[config.mk]
export PLATFORM = sky130hd
export DESIGN_NAME = fifo_rd_ctrl
export DESIGN_NICKNAME = d
export VERILOG_FILES = /design/src/rtl/fifo_rd_ctrl.sv
export SDC_FILE = /design/constraint.sdc
export NUM_CORES = 1
export LEC_CHECK = 0
export CAP_MARGIN = 20
export CORE_ASPECT_RATIO = 0.6
export CORE_MARGIN = 5
export CORE_UTILIZATION = 25
export DETAILED_ROUTE_END_ITERATION = 12
export GPL_ROUTABILITY_DRIVEN = 0
export GPL_TIMING_DRIVEN = 0
export PLACE_DENSITY_LB_ADDON = 0.15
export SETUP_SLACK_MARGIN = 0.05
export SYNTH_ARGS = -nofsm -noshare
export SYNTH_HDL_FRONTEND = slang
export SYNTH_SLANG_ARGS = --single-unit
export TNS_END_PERCENT = 5
[constraint.sdc]
create_clock -name r_clk -period 3.88 [get_ports r_clk]
set_clock_uncertainty 0.05 [all_clocks]
set_input_delay 0.97 -clock r_clk [delete_from_list [all_inputs] [get_ports r_clk]]
set_output_delay 0.97 -clock r_clk [all_outputs]
set_load 0.01 [all_outputs]
[src/rtl/fifo_rd_ctrl.sv]
// fifo_rd_ctrl
// Read-domain side of the dual-clock FIFO. Holds the binary/Gray read
// pointers, addresses the dual-port RAM, derives empty / level / almost-empty
// from the write pointer already synchronized into r_clk, and presents data
// first-word-fall-through on a one-entry output register (valid/ready).
//
// Ports
//   r_clk, r_rstn   read clock, async active-low reset
//   rq2_wptr        Gray write pointer, synchronized into r_clk
//   mem_rdata       RAM read data, combinational from raddr
//   r_ready         consumer accepts r_data this cycle
//   raddr           RAM read address (low bits of the binary read pointer)
//   rptr            registered Gray read pointer for the write domain
//   r_valid/r_data  output register and its valid flag
//   r_mem_empty     RAM holds nothing not yet moved to r_data
//   r_level         RAM occupancy, output register excluded
//   r_almost_empty  r_level <= AE_LEVEL
//   r_err           sticky: occupancy above depth seen (corrupt pointer)
module fifo_rd_ctrl #(
  parameter int ADDR_WIDTH = 4,
  parameter int DATA_WIDTH = 8,
  parameter int AE_LEVEL   = 2
) (
  input  logic                  r_clk,
  input  logic                  r_rstn,
  input  logic [ADDR_WIDTH:0]   rq2_wptr,
  input  logic [DATA_WIDTH-1:0] mem_rdata,
  input  logic                  r_ready,
  output logic [ADDR_WIDTH-1:0] raddr,
  output logic [ADDR_WIDTH:0]   rptr,
  output logic                  r_valid,
  output logic [DATA_WIDTH-1:0] r_data,
  output logic                  r_mem_empty,
  output logic [ADDR_WIDTH:0]   r_level,
  output logic                  r_almost_empty,
  output logic                  r_err
);

  localparam int                  PW     = ADDR_WIDTH + 1;
  localparam logic [ADDR_WIDTH:0] DEPTH  = PW'(2 ** ADDR_WIDTH);
  localparam logic [ADDR_WIDTH:0] AE_LVL = PW'(AE_LEVEL);

  logic [ADDR_WIDTH:0] rbin;
  logic [ADDR_WIDTH:0] rbin_next;
  logic [ADDR_WIDTH:0] rgray_next;
  logic [ADDR_WIDTH:0] wbin_s;
  logic [ADDR_WIDTH:0] lvl;
  logic                load;

  // Move a word from RAM into the output register whenever the register is
  // free or being drained this cycle; r_mem_empty blocks any underflow.
  assign load       = !r_mem_empty && (!r_valid || r_ready);
  assign rbin_next  = rbin + PW'(load);
  assign rgray_next = rbin_next ^ (rbin_next >> 1);
  assign raddr      = rbin[ADDR_WIDTH-1:0];

  // Gray to binary: bit i is the XOR of all Gray bits from i up to the MSB.
  always_comb begin
    wbin_s = '0;
    for (int i = 0; i <= ADDR_WIDTH; i++) begin
      wbin_s[i] = ^(rq2_wptr >> i);
    end
  end

  // Status is computed against the post-load pointer so it is current on
  // the same edge the load happens.
  assign lvl = wbin_s - rbin_next;

  always_ff @(posedge r_clk or negedge r_rstn) begin
    if (!r_rstn) begin
      rbin    <= '0;
      rptr    <= '0;
      r_valid <= 1'b0;
      r_data  <= '0;
    end else if (load) begin
      rbin    <= rbin_next;
      rptr    <= rgray_next;
      r_valid <= 1'b1;
      r_data  <= mem_rdata;
    end else if (r_valid && r_ready) begin
      r_valid <= 1'b0;
    end
  end

  always_ff @(posedge r_clk or negedge r_rstn) begin
    if (!r_rstn) begin
      r_mem_empty    <= 1'b1;
      r_level        <= '0;
      r_almost_empty <= 1'b1;
      r_err          <= 1'b0;
    end else begin
      r_mem_empty    <= (rgray_next == rq2_wptr);
      r_level        <= lvl;
      r_almost_empty <= (lvl <= AE_LVL);
      r_err          <= r_err | (lvl > DEPTH);
    end
  end

endmodule

==> flow_metrics.env, run 1 <==
export IMPL_status="finished clean"
export IMPL_max_freq_mhz=271
export IMPL_tightest_slew_ns=0.530
export IMPL_drive_gt1_share_pct=20.0
export IMPL_switching_share_pct=39.6
export IMPL_grt_pass1_wl_mm=5.19
export IMPL_antenna_found_initial=0
export IMPL_cts_clk_slew_worst_paths_ns=0.08
export IMPL_synth_nets=136
export IMPL_rsz0062_at_grt="false"
export IMPL_synthCells=114
export IMPL_seq_area_frac_synth_pct=46.0
export IMPL_avgSynthCellArea_um2=12.4
export IMPL_ys_warn_count=0
export IMPL_switching_power_mw=0.701
export IMPL_cts_tree="built"
export IMPL_rrSetupSlack_ns=0.96
export IMPL_cts_root_buf="clkbuf_8"
export IMPL_share_seq_of_total_power_pct=26.3
export IMPL_fp_coreArea_um2=5540
export IMPL_first_global_vias=1027
export IMPL_mostFrequentLayoutCell="clkdlybuf4s50_1"
export IMPL_post_cts_buffers=0
export IMPL_cts_max_level=1
export IMPL_syn_area_um2=1420
export IMPL_post_dp_hpwl_mm=2.52
export IMPL_ys_ff_latch=26
export IMPL_path_class="in2reg"
export IMPL_wl_mm=3.19
export IMPL_dieHeight_um=68.4
export IMPL_path_max_fanout=11
export IMPL_p_clk_share_pct=9.9
export IMPL_die_x_um=107
export IMPL_via_per_inst=4.08
export IMPL_topRoutingLayerUsed="met4"
export IMPL_crit_path_end_kind="flop"
export IMPL_met1Wirelength_mm=1.52
export IMPL_stdcell_area_um2=2060
export IMPL_maxCapViolations=0
export IMPL_dieArea_um2=7330
export IMPL_ios=42
export IMPL_p_leak_nw=0.831
export IMPL_max_slew_margin_pct=64.6
export IMPL_grt_overflow=0
export IMPL_post_route_period_util_pct=95.0
export IMPL_layout_common_cells="clkdlybuf4s50_1, dfrtp_1, xnor2_1"
export IMPL_vias=979
export IMPL_fin_nets=183
export IMPL_p_int_mw=1.07
export IMPL_fin_util_pct=37.1
export IMPL_crit_arrival_ns=3.79
export IMPL_fillers=551
export IMPL_grt_max_degree=18
export IMPL_clock_sinks=26
export IMPL_critical_path_required_ns=3.99
export IMPL_synthToLayoutAreaGrowth_pct=45.2
export IMPL_antenna_left=0
export IMPL_insertion_delay_ns=0.27
export IMPL_wl_per_cell_um=13.3
export IMPL_hold_buffers=0
export IMPL_met2_length_mm=1.46
export IMPL_fin_cells=240
export IMPL_power_density_nw_per_um2=858
export IMPL_irDropWorstVdd_v=0.000278
export IMPL_diodes=0
export IMPL_initial_core_util_pct=25.6
export IMPL_start_kind="primary input"
export IMPL_wl_met3_um=180
export IMPL_yosys_cell_types_count=31
export IMPL_setup_viol=0
export IMPL_first_pass_iters=4
export IMPL_p_comb_share_pct=63.8
export IMPL_dpl_cell_area_um2=1960
export IMPL_drc=0
export IMPL_hold_viol=0
export IMPL_std_cell_rows=21
export IMPL_final_max_slew_violation_count=0
export IMPL_drtIter0Drc=9
export IMPL_fin_crit_ns=3.69
export IMPL_portBuffers=41
export IMPL_cts_max_path_buffers=2
export IMPL_hold_path_class="reg2reg"
export IMPL_cts_buffers=3
export IMPL_track_usage_pct=9.02
export IMPL_placed_cells=236
export IMPL_final_setup_tns_ns=0
export IMPL_fin_total_pwr_mw=1.77
layout make-up:
class	instances	area, um^2	share of cell area [%]
clock buffer	4	55.1	2.67
inverter	6	22.5	1.09
timing repair buffer	42	438	21.3
buffer	3	18.8	0.911
multi-input combinational	79	772	37.5
tap	80	100	4.86
sequential	26	653	31.7
power groups by stage:
stage	clock [mW]	combinational, mW	sequential [mW]
final	0.175	1.13	0.465
after global routing	0.197	1.24	0.481
after CTS	0.185	1.12	0.468
after detailed placement	0	1.09	0.470
after global placement	0	1.08	0.465
after floorplan	0	0.658	0.516
flip-flops by register name (all words and copies together), names as in the netlist:
signal and cells:
rbin 4, r_level 5, r_mem_empty 1, r_data 8
r_err 1, r_valid 1, r_almost_empty 1, rptr 5
path summary, 6_finish.rpt:
kind	start	to	cells after the start
setup / recovery	r_ready	r_err	12
hold reg to reg	r_mem_empty	r_valid	1
max in group asynchronous	r_rstn	r_mem_empty	2
min in group asynchronous	r_rstn	r_valid	1
setup reg to reg	r_mem_empty	r_err	10
hold / removal	r_mem_empty	r_valid	1
cells in the mapped netlist, drive strengths merged:
master / instances / area share [%]
xor2: 6 / 3.7
nor2: 5 / 1.3
and3: 2 / 0.88
nand4: 3 / 1.8
nand3: 1 / 0.35
mux2i: 3 / 2.1
o211a: 1 / 0.71
nor3: 1 / 0.35
or4: 2 / 1.3
xnor3: 2 / 3.3
o21ai: 2 / 0.71
o311ai: 1 / 1.9
a2111oi: 1 / 1.1
dfstp: 2 / 3.7
nand2: 5 / 1.3
mux2: 10 / 7.9
clkbuf: 3 / 0.79
a31o: 1 / 0.62
xnor2: 19 / 14
dfrtp: 24 / 42
ha: 6 / 5.3
o22a: 1 / 0.62
a31oi: 1 / 0.44
a221oi: 1 / 0.62
inv: 6 / 1.6
a21oi: 5 / 1.8
cells by family (layout without fill, tap and decap cells):
| family | count (synthesis) | after routing | share of synthesized area, % |
|---|---|---|---|
| AO/OA/AOI/OAI | 14 | 14 | 8.38 |
| XOR/XNOR | 27 | 27 | 20.5 |
| adder cells (fa/ha/maj) | 6 | 6 | 5.29 |
| buffers and inverters | 9 | 55 | 2.38 |
| flip-flops | 26 | 26 | 46.0 |
| multiplexers | 13 | 13 | 10.1 |
| AND/OR/NAND/NOR | 19 | 19 | 7.32 |
critical path, cell delays in order:
cell and delay [ns]:
clkdlybuf4s50_1 0.47, inv_1 0.05, a21oi_2 0.23, buf_6 0.19, ha_1 0.16, ha_1 0.32
xnor2_2 0.22, ha_2 0.23, mux2i_1 0.22, xnor2_1 0.14, or4_1 0.42, o22a_1 0.17
repair_timing:
item,CTS,global route
resized for setup,5,6
endpoints found under the setup margin,4,2
hold endpoints to repair,0,0
gates cloned,0,0
pin swaps,0,1
metal layers:
metal / GRT usage (%) / up-vias
li1: - / 485
met1: 12.5 / 469
met2: 13.6 / 21
met3: 3.49 / 4
met4: 1.44 / 0
met5: 0 / -
per-stage QoR:
step | hold slack [ns] | setup slack [ns]
after floorplan | 0.416 | 0.394
after global placement | 0.404 | -0.568
after detailed placement | 0.421 | -0.596
after CTS | 0.447 | 0.0579
after global routing | 0.463 | 0.0611
final | 0.443 | 0.195
Note: power is estimated with default switching activity, not from simulation.
==> run 2, diff against run 1 <==
Clock period 3.88 ns to 4.1 ns, I/O delays scaled along.
==> run 2 against run 1 <==
Flip-flop and latch count stayed put. First-iteration DRC count is 11% lower. Sequential power is 5.4% lower. Count of clock-buffer cells in the layout stayed put. Cell area is 1.3% lower. Non-clock buffer count stayed put. Critical endpoint unchanged. Largest cell class unchanged. Highest routed layer unchanged.
==> flow_metrics.env, run 2 (synthesized netlist as in run 1, its figures left out) <==
export IMPL_status="finished clean"
export IMPL_cts_buffers=3
export IMPL_fin_crit_ns=3.87
export IMPL_final_max_slew_violation_count=0
export IMPL_cts_max_level=1
export IMPL_post_cts_buffers=0
export IMPL_std_cell_rows=21
export IMPL_portBuffers=41
export IMPL_dieArea_um2=7330
export IMPL_diodes=0
export IMPL_critical_path_required_ns=4.21
export IMPL_grt_max_degree=18
export IMPL_fin_nets=183
export IMPL_drtIter0Drc=8
export IMPL_fin_util_pct=36.7
export IMPL_hold_buffers=0
export IMPL_stdcell_area_um2=2030
export IMPL_tightest_slew_ns=0.530
export IMPL_post_dp_hpwl_mm=2.52
export IMPL_hp_start="r_mem_empty"
export IMPL_initial_core_util_pct=25.6
export IMPL_top_regs="r_data: 8 flops, r_level: 5 flops, rptr: 5 flops"
export IMPL_fillers=552
export IMPL_hold_path_class="reg2reg"
export IMPL_crit_path_frequent_cell="ha_1"
export IMPL_reg2reg_from="r_mem_empty"
export IMPL_cp_slowest_cell="clkdlybuf4s50_1"
export IMPL_cts_root_buf="clkbuf_8"
export IMPL_dpl_cell_area_um2=1960
export IMPL_drive_gt1_share_pct=18.1
export IMPL_antenna_left=0
export IMPL_largest_register_ffs=8
export IMPL_whs_endpoint="r_valid"
export IMPL_drc=0
export IMPL_power_density_nw_per_um2=810
export IMPL_cts_clk_slew_worst_paths_ns=0.08
export IMPL_rsz0062_at_grt="false"
export IMPL_crit_arrival_ns=3.98
export IMPL_crit_path_end_kind="flop"
export IMPL_irDropWorstVdd_v=0.000264
export IMPL_antenna_found_initial=0
export IMPL_largest_register="r_data"
export IMPL_dieHeight_um=68.4
export IMPL_path_max_fanout=11
export IMPL_first_pass_iters=4
export IMPL_path_class="in2reg"
export IMPL_max_freq_mhz=258
export IMPL_cts_tree="built"
export IMPL_cts_max_path_buffers=2
export IMPL_holdPathStages=1
export IMPL_ios=42
export IMPL_rrSetupSlack_ns=1.06
export IMPL_max_slew_margin_pct=64.6
export IMPL_via_per_inst=4.10
export IMPL_r2r_end="r_err"
export IMPL_p_leak_nw=0.824
export IMPL_start_kind="primary input"
export IMPL_fp_coreArea_um2=5540
export IMPL_hold_viol=0
export IMPL_track_usage_pct=9.02
export IMPL_grt_pass1_wl_mm=5.18
export IMPL_r2r_cells=10
export IMPL_vias=984
export IMPL_fin_hold_ws_ns=0.442
export IMPL_wl_mm=3.17
export IMPL_synthToLayoutAreaGrowth_pct=43.3
export IMPL_clock_sinks=26
export IMPL_grt_overflow=0
export IMPL_maxCapViolations=0
export IMPL_cp_slowest_stage_delay_ns=0.47
export IMPL_setup_viol=0
export IMPL_cp_cell_sequence="clkdlybuf4s50_1 -> inv_1 -> a21oi_2 -> clkbuf_4 -> ha_1 -> ha_1 -> xnor2_1 -> ha_1 -> mux2i_1 -> xnor2_1 -> or4_1 -> o22a_1"
export IMPL_wl_per_cell_um=13.2
export IMPL_mostFrequentLayoutCell="clkdlybuf4s50_1"
export IMPL_post_route_period_util_pct=94.4
export IMPL_insertion_delay_ns=0.27
export IMPL_die_x_um=107
export IMPL_layout_common_cells="clkdlybuf4s50_1, dfrtp_1, xnor2_1"
export IMPL_first_global_vias=1022
==> run 2: what timing repair did <==
item	in CTS	in global routing
hold endpoints to repair	0	0
resized for setup	3	3
endpoints found under the setup margin	3	2
==> run 2: worst max-delay path: cells and delay by family <==
kind | cells | cell delay [ns]
adders and majority gates | 3 | 0.73
buffers and inverters | 3 | 0.78
muxes | 1 | 0.24
and+or+nand+nor | 1 | 0.42
xor gates and xnor gates | 2 | 0.40
AOI/OAI and AO/OA | 2 | 0.38
==> run 2: power by group <==
group          total (mW)  switching (mW)  internal (mW)
clock               0.165          0.0790         0.0858
sequential          0.440          0.0706          0.369
combinational        1.04           0.505          0.537
==> run 2: worst max-delay path by stage <==
stage	startpoint	to	slack, ns
2_1_floorplan	r_ready	r_almost_empty	0.56
3_3_place_gp	r_ready	r_almost_empty	-0.40
3_5_place_dp	r_ready	r_almost_empty	-0.43
4_1_cts	r_ready	r_err	0.07
5_1_grt	r_ready	r_err	0.09
6_report	r_ready	r_err	0.23
==> run 2: cell type report <==
class	count	area (um^2)	share of cell area, %
sequential	26	653	32.1
tap	80	100	4.92
buffer	3	15.0	0.738
inverter	6	22.5	1.11
timing repair buffer	42	438	21.5
clock buffer	4	55.1	2.71
multi-input combinational	79	749	36.9
==> run 2: metal layers <==
metal / global-route usage, % / wire (um) / up-vias
met5: 0 / 0 / -
met4: 1.44 / 35 / 0
met3: 3.49 / 166 / 4
met2: 13.6 / 1440 / 20
met1: 12.5 / 1530 / 475
li1: - / - / 485
==> run 2: through the flow <==
stage | std cells | worst slack, ns | total power, mW | setup TNS (ns)
floorplan | 114 | 0.559 | 1.11 | 0
global placement | 235 | -0.403 | 1.46 | -1.07
detailed placement | 236 | -0.431 | 1.48 | -1.19
CTS | 240 | 0.0652 | 1.68 | 0
global route | 240 | 0.0905 | 1.79 | 0
finish | 240 | 0.229 | 1.65 | 0
